### config.mk
export PLATFORM = sky130hd
export DESIGN_NAME = gate_test_sequencer
export DESIGN_NICKNAME = d
export VERILOG_FILES = /design/src/rtl/gate_test_sequencer.sv
export SDC_FILE = /design/constraint.sdc
export NUM_CORES = 1
export LEC_CHECK = 0
export CELL_PAD_IN_SITES_DETAIL_PLACEMENT = 1
export CELL_PAD_IN_SITES_GLOBAL_PLACEMENT = 1
export CORE_ASPECT_RATIO = 0.6
export CORE_MARGIN = 2
export CORE_UTILIZATION = 35
export CTS_CLUSTER_DIAMETER = 200
export DETAILED_ROUTE_END_ITERATION = 12
export GPL_TIMING_DRIVEN = 0
export PLACE_DENSITY = 0.8
export SLEW_MARGIN = 40
export SYNTH_ARGS = -nofsm -noshare
export SYNTH_HDL_FRONTEND = slang
export SYNTH_SLANG_ARGS = --single-unit
### constraint.sdc
create_clock -name clk -period 2.7 [get_ports clk]
set_clock_uncertainty 0.15 [all_clocks]
set_input_delay 0.54 -clock clk [delete_from_list [all_inputs] [get_ports clk]]
set_output_delay 0.54 -clock clk [all_outputs]
set_load 0.1 [all_outputs]
### src/rtl/gate_test_sequencer.sv
// Exhaustive 256-vector sequencer for a quad 2-input gate.
// Drives A/B, waits a settle time, checks Y, and logs failures.
module gate_test_sequencer #(
  parameter int SETTLE_CYCLES = 4
) (
  input  logic       clk,
  input  logic       reset,
  input  logic       start,
  input  logic       abort,
  input  logic [2:0] func,
  output logic [3:0] a,
  output logic [3:0] b,
  input  logic [3:0] y,
  output logic       busy,
  output logic       done,
  output logic       pass,
  output logic [8:0] err_count,
  output logic [7:0] fail_vec,
  output logic       fail_valid
);

  typedef enum logic [1:0] {
    IDLE,
    SETTLE,
    SAMPLE,
    DONE
  } state_t;

  localparam logic [7:0] LAST = 8'(SETTLE_CYCLES - 1);

  state_t     st_q, st_d;
  logic [7:0] vec_q, vec_d;
  logic [7:0] cnt_q, cnt_d;
  logic [8:0] err_q, err_d;
  logic [7:0] fv_q, fv_d;
  logic       fval_q, fval_d;
  logic [2:0] func_q, func_d;
  logic [3:0] a_q, a_d;
  logic [3:0] b_q, b_d;
  logic [3:0] exp_y;
  logic       miss;
  logic [7:0] nxt;

  // Even vector bits feed A, odd bits feed B.
  function automatic logic [3:0] lane_a(input logic [7:0] v);
    return {v[6], v[4], v[2], v[0]};
  endfunction

  function automatic logic [3:0] lane_b(input logic [7:0] v);
    return {v[7], v[5], v[3], v[1]};
  endfunction

  // Expected gate response for the latched function.
  always_comb begin
    exp_y = a_q | b_q;
    unique case (func_q)
      3'd1:    exp_y = a_q & b_q;
      3'd2:    exp_y = ~(a_q & b_q);
      3'd3:    exp_y = ~(a_q | b_q);
      3'd4:    exp_y = a_q ^ b_q;
      default: exp_y = a_q | b_q;
    endcase
  end

  assign miss = (y != exp_y);
  assign nxt  = vec_q + 8'd1;

  // Next-state and datapath update.
  always_comb begin
    st_d   = st_q;
    vec_d  = vec_q;
    cnt_d  = cnt_q;
    err_d  = err_q;
    fv_d   = fv_q;
    fval_d = fval_q;
    func_d = func_q;
    a_d    = a_q;
    b_d    = b_q;
    unique case (st_q)
      IDLE, DONE: begin
        if (start) begin
          st_d   = SETTLE;
          vec_d  = 8'd0;
          cnt_d  = 8'd0;
          err_d  = 9'd0;
          fv_d   = 8'd0;
          fval_d = 1'b0;
          func_d = func;
          a_d    = 4'd0;
          b_d    = 4'd0;
        end else if (abort && st_q == DONE) begin
          st_d = IDLE;
          a_d  = 4'd0;
          b_d  = 4'd0;
        end
      end
      SETTLE: begin
        if (abort) begin
          st_d = IDLE;
          a_d  = 4'd0;
          b_d  = 4'd0;
        end else begin
          cnt_d = cnt_q + 8'd1;
          if (cnt_q == LAST) st_d = SAMPLE;
        end
      end
      SAMPLE: begin
        if (abort) begin
          st_d = IDLE;
          a_d  = 4'd0;
          b_d  = 4'd0;
        end else begin
          if (miss) begin
            err_d = err_q + 9'd1;
            if (!fval_q) begin
              fv_d   = vec_q;
              fval_d = 1'b1;
            end
          end
          if (vec_q != 8'hff) begin
            vec_d = nxt;
            a_d   = lane_a(nxt);
            b_d   = lane_b(nxt);
            cnt_d = 8'd0;
            st_d  = SETTLE;
          end else begin
            st_d = DONE;
          end
        end
      end
      default: st_d = IDLE;
    endcase
  end

  // State register with synchronous reset.
  always_ff @(posedge clk) begin
    if (reset) begin
      st_q   <= IDLE;
      vec_q  <= 8'd0;
      cnt_q  <= 8'd0;
      err_q  <= 9'd0;
      fv_q   <= 8'd0;
      fval_q <= 1'b0;
      func_q <= 3'd0;
      a_q    <= 4'd0;
      b_q    <= 4'd0;
    end else begin
      st_q   <= st_d;
      vec_q  <= vec_d;
      cnt_q  <= cnt_d;
      err_q  <= err_d;
      fv_q   <= fv_d;
      fval_q <= fval_d;
      func_q <= func_d;
      a_q    <= a_d;
      b_q    <= b_d;
    end
  end

  assign a          = a_q;
  assign b          = b_q;
  assign busy       = (st_q == SETTLE) || (st_q == SAMPLE);
  assign done       = (st_q == DONE);
  assign pass       = done && (err_q == 9'd0);
  assign err_count  = err_q;
  assign fail_vec   = fv_q;
  assign fail_valid = fval_q;

endmodule

# Word-level counts from Yosys, hierarchy flattened
# Index checks and enable logic that the tools add are counted.
dict set report totals {
  word_cells 88
  rom_bits 0
  latchBits 0
  reg_bits 47
  mem_count 0
  out_inout_bits 29
  mem_bits_rw 0
}
dict set report op_classes {
  bitwise_logic 5
  multipliers 0
  reduce_logical 14
  div 0
  shifts 0
  mux 37
  n_lt_le_gt_ge 0
  addsub 3
  eq_ne 20
}
# operator n
set op_table {}
lappend op_table {{8-bit 2-to-1 mux} 9}
lappend op_table {{8-bit case mux with 2 select lines} 2}
lappend op_table {{4-bit 2-to-1 mux} 7}
lappend op_table {{9-bit 2-to-1 mux} 3}
lappend op_table {{4-bit case mux with 3 select lines} 2}
lappend op_table {{8-bit case mux with 3 select lines} 1}
lappend op_table {{9-bit case mux with 2 select lines} 1}
lappend op_table {{8-bit by 1-bit adder with 8-bit output (second input constant)} 2}
lappend op_table {{4-bit case mux with 4 select lines} 1}
lappend op_table {{2-bit inequality test (second input constant)} 7}
lappend op_table {{2-bit 2-to-1 mux} 6}
lappend op_table {{4-bit AND reduction} 3}
lappend op_table {{9-bit by 1-bit adder with 9-bit output (second input constant)} 1}
lappend op_table {{9-bit zero test} 1}
lappend op_table {{3-bit inequality test (second input constant)} 3}
lappend op_table {{8-bit by 2-bit equality test with 1-bit output (second input constant)} 1}
lappend op_table {{8-bit inequality test (second input constant)} 1}
lappend op_table {{4-bit NOT} 2}
lappend op_table {{3-bit by 2-bit equality test with 1-bit output (second input constant)} 2}
lappend op_table {{2-bit case mux with 3 select lines} 1}
lappend op_table {{5-bit AND reduction} 1}
lappend op_table {{4-bit bitwise AND} 1}
lappend op_table {{2-bit equality test (second input constant)} 2}
lappend op_table {{4-bit inequality test} 1}
lappend op_table {{other kinds (14)} 18}

# Depth between registers and ports, before layout
dict set report depth {
  ltp_word 7
  ltp_mapped 10
  mapped_depth_nobuf 8
}

# Worst setup path after synthesis
# No wires, ideal clock.
dict set report synth_path {
  kind {register -> output}
  start {reg st_q[0]}
  end {out pass}
  arrival_ps 4179
  setup_slack_ps -2169
  path_buffers 0
  path_stages_with_launch 4
  cell_sequence {dfxtp_1 -> ha_1 -> nand3_1 -> nor4_1}
}
dict set report synth_via {
  elab_chain_len 2
}
# item line
set synth_rtl {}
lappend synth_rtl {{start, declared} 31} ;# state_t st_q, st_d;
lappend synth_rtl {{start signal, assigned} 148} ;# st_q <= st_d;
lappend synth_rtl {{2-bit equality test} 163} ;# assign done = (st_q == DONE);
lappend synth_rtl {{via done} 15} ;# output logic done,
lappend synth_rtl {{1-bit logical AND} 164} ;# assign pass = done && (err_q == 9'd0);
lappend synth_rtl {{end, declared} 16} ;# output logic pass,
# The timed path passes the listed nets, and every way through them passes these cells.

# Final worst setup path
dict set report layout_path {
  start {in start}
  end {reg err_q[7], in the netlist err_count[7]}
}
dict set report layout_via {
  elab_chain_len 2
}
# item line
set layout_rtl {}
lappend layout_rtl {{start, declared} 8} ;# input logic start,
lappend layout_rtl {{2-bit inequality test (no source line)} --}
lappend layout_rtl {{4-bit AND reduction (no source line)} --}
lappend layout_rtl {{end signal, assigned} 151} ;# err_q <= err_d;
lappend layout_rtl {{end, declared} 34} ;# logic [8:0] err_q, err_d;
# Every way passes these cells.
# A chain may end at the register's enable or synchronous reset.

==> key figures <==
Clock network
  – CTS tree: built
  – Clock sink total: 47
  – CTS root buffer: clkbuf_16
  – Worst-Skew Late Latency: 0.29 ns
  – Clock slew at the register clock pins of the worst setup and hold paths: 0.07 ns
  – Max Buffers Root-to-Sink: 2
  – CTS HTree Levels: 2
  – Cts hold-fix bufs: 0
  – CTS Buf Count: 5

Worst setup path
  – Slowest CP cell: clkdlybuf4s50_1
  – CP required: 2.77 ns
  – Crit Path Class: in -> reg
  – Worst R2R Start: a[1]
  – Worst reg2reg path depth: 9
  – Setup crit start kind: input port
  – CP arrival: 2.67 ns
  – Max stage delay on crit path: 0.66 ns
  – Crit Reg-Reg Endpoint: fail_vec[2]
  – CP endpoint kind: flip-flop
  – Crit-path cells: clkdlybuf4s50_1 > nor2b_4 > nor3_4 > nand2b_1 > or4b_2 > o31a_1 > o21ai_2
  – Setup slack, reg-to-reg: 0.16 ns
  – Crit path max fanout: 6

Detailed routing
  – Vias: 2,562
  – Routed Antenna Nets: 0
  – Total wire length: 7.78 mm
  – DRC errors left: 0
  – WL/cell: 15.7 um
  – DRT iter0 DRCs: 109
  – Vias per cell: 5.18
  – Drt pass-1 iters: 4

Place
  – Port bufs: 37
  – Placer Congestion: ~0.84
  – Dpl hpwl: roughly 6 mm

Min path
  – Hold Crit Class: reg -> reg
  – Worst hold endpoint: fail_vec[6]
  – Hold Path Stages: 2
  – Hold_sp: fail_vec[6]

Floorplan
  – Row count: 25
  – Die footprint: 8710 um2
  – Die Wd: 119 um
  – I/O Pins: 40
  – Initial core utilization: 35.8%
  – Die H: 73.1 um
  – Core region area: 7790 um2

Synth
  – Post-synth EDFFs: 0
  – Cell Area, Synth: 2790 um2
  – Ys async rst share: 0%
  – Netlist cell types: 55
  – Primary FF master, synth: dfxtp_1
  – Seq/Total Area, Yosys: 33.8%
  – Synthesis warning total: 0
  – Yosys reg bits: 47
  – Synthesized Nets: 362
  – Mean Syn Cell Area: 8.29 um2
  – Post-Syn Instances: 336

Status
  – Status: complete, no violations

STA
  – Rel. slew slack: 64.1%
  – Post-route minimum period: 2.59 ns
  – Hold_ws: 0.318 ns
  – Slew Limit Fails: 0
  – Slew @ Worst Pin: about 0.54 ns
  – Tcrit/Tclk final: a little over nine tenths
  – Fmax: 386 MHz
  – Final setup fails: 0
  – Setup TNS: 0 ns
  – Final Hold Viols: 0

GRT
  – Largest net degree at the start of global routing: 15
  – Vias in the first global route: 2,548
  – Initial antenna violation count: 0
  – Total GRT Usage: about a fifth
  – First-pass GRT wire length: 13.1 mm
  – Grt ovf: 0

Cells and area
  – Fin nets: 412
  – Count of antenna diodes in the layout: 0
  – Layout cell share with drive strength beyond 1: 23.0%
  – Most frequent cells in the layout: nand2_1 (37), dfxtp_1 (34), buf_2 (31), nor2_1 (28), inv_1 (24)
  – Area grow syn2layout: 24.2%
  – Commonest non-fill, non-tap cell in the layout: nand2_1

Run
  – MaxCap Viol Count: 0

Power
  – Cell Pwr Density: 503 nW/um2
  – Leakage: 1.31 nW
  – Tot Pwr: 1.74 mW
  – Worst IR Drop VDD: ~0.24 mV
per-stage QoR:
step                      util [%]  std cells  setup WS [ns]  area, um2
after floorplan                  -        336         -0.256       2820
after global placement        42.7        481         -0.386       3320
after detailed placement      40.9        481         -0.461       3180
after CTS                     43.6        492         0.0104       3400
after global routing          44.4        495        -0.0333       3460
final                         44.4        495          0.106       3460
worst max-delay path by stage:
stage | start | end | slack (ns) | cells past startpoint
floorplan | err_count[7] | pass | -0.26 | 3
global placement | start | err_count[5] | -0.39 | 8
detailed placement | start | err_count[1] | -0.46 | 8
CTS | st_q[0] | err_count[7] | 0.01 | 9
global route | a[0] | err_count[4] | -0.03 | 9
finish | start | err_count[7] | 0.11 | 7
power by group:
group	total, mW	leakage (nW)	internal (mW)	switching, mW
Combinational	0.282	0.842	0.101	0.180
Clock	0.745	0.0868	0.461	0.284
Sequential	0.715	0.386	0.704	0.0108
cell usage after synthesis (all sizes together) (8+ instances only):
master	instances	area, um2
o22ai	9	62.6
dfxtp	47	941
clkbuf	8	30.0
o21ai	14	77.6
mux2i	9	90.1
xnor2	8	70.1
buf	10	86.3
a21oi	22	110
inv	24	90.1
xor2	15	131
nor3	8	51.3
nor2	29	109
nand2	37	139
ha	15	188
nand3	15	75.1
per-layer routing:
layer,wire length [um],up-vias,global-route usage (%)
met4,63,0,4.37
met1,4230,1242,27.2
li1,-,1281,-
met3,237,7,3.98
met5,0,-,0
met2,3260,32,28.7
sequential cells by signal, indices dropped and copies added (netlist names):
register / flops
vec_q: 8
fail_valid: 1
cnt_q: 8
st_q: 2
b: 4
func_q: 3
fail_vec: 8
a: 4
err_count: 9
logic make-up after synthesis:
logic type | count (synthesis) | synth area share [%]
fa+ha+maj | 15 | 6.74
simple gates | 133 | 24.5
xor+xnor | 23 | 7.23
flops | 47 | 33.8
buf+inv | 42 | 7.41
compound gates | 65 | 16.3
mux | 11 | 4.04
worst max-delay path, delay by kind of cell:
family | cells | cell delay [ns]
AND/OR/NAND/NOR | 4 | 1.12
AO/OA/AOI/OAI | 2 | 0.34
buffers and inverters | 1 | 0.66
area by class of cell:
cell class / instances / area [um2]
fillers: 955 / 4330
multi-input cells: 247 / 1710
flip-flops and latches: 47 / 960
repair buffers: 43 / 270
clock buffers: 6 / 139
well taps: 108 / 135
plain buffers: 18 / 124
inverters: 24 / 90.1
clock inverters: 2 / 35.0
what timing repair did:
| item | 4_1_cts | 5_1_grt |
|---|---|---|
| setup buffers | 3 | 3 |
| gates resized for setup | 4 | 14 |
| pin swaps | 2 | 2 |
| endpoints found under the setup margin | 18 | 24 |
Power figures use the tool's default switching activity.
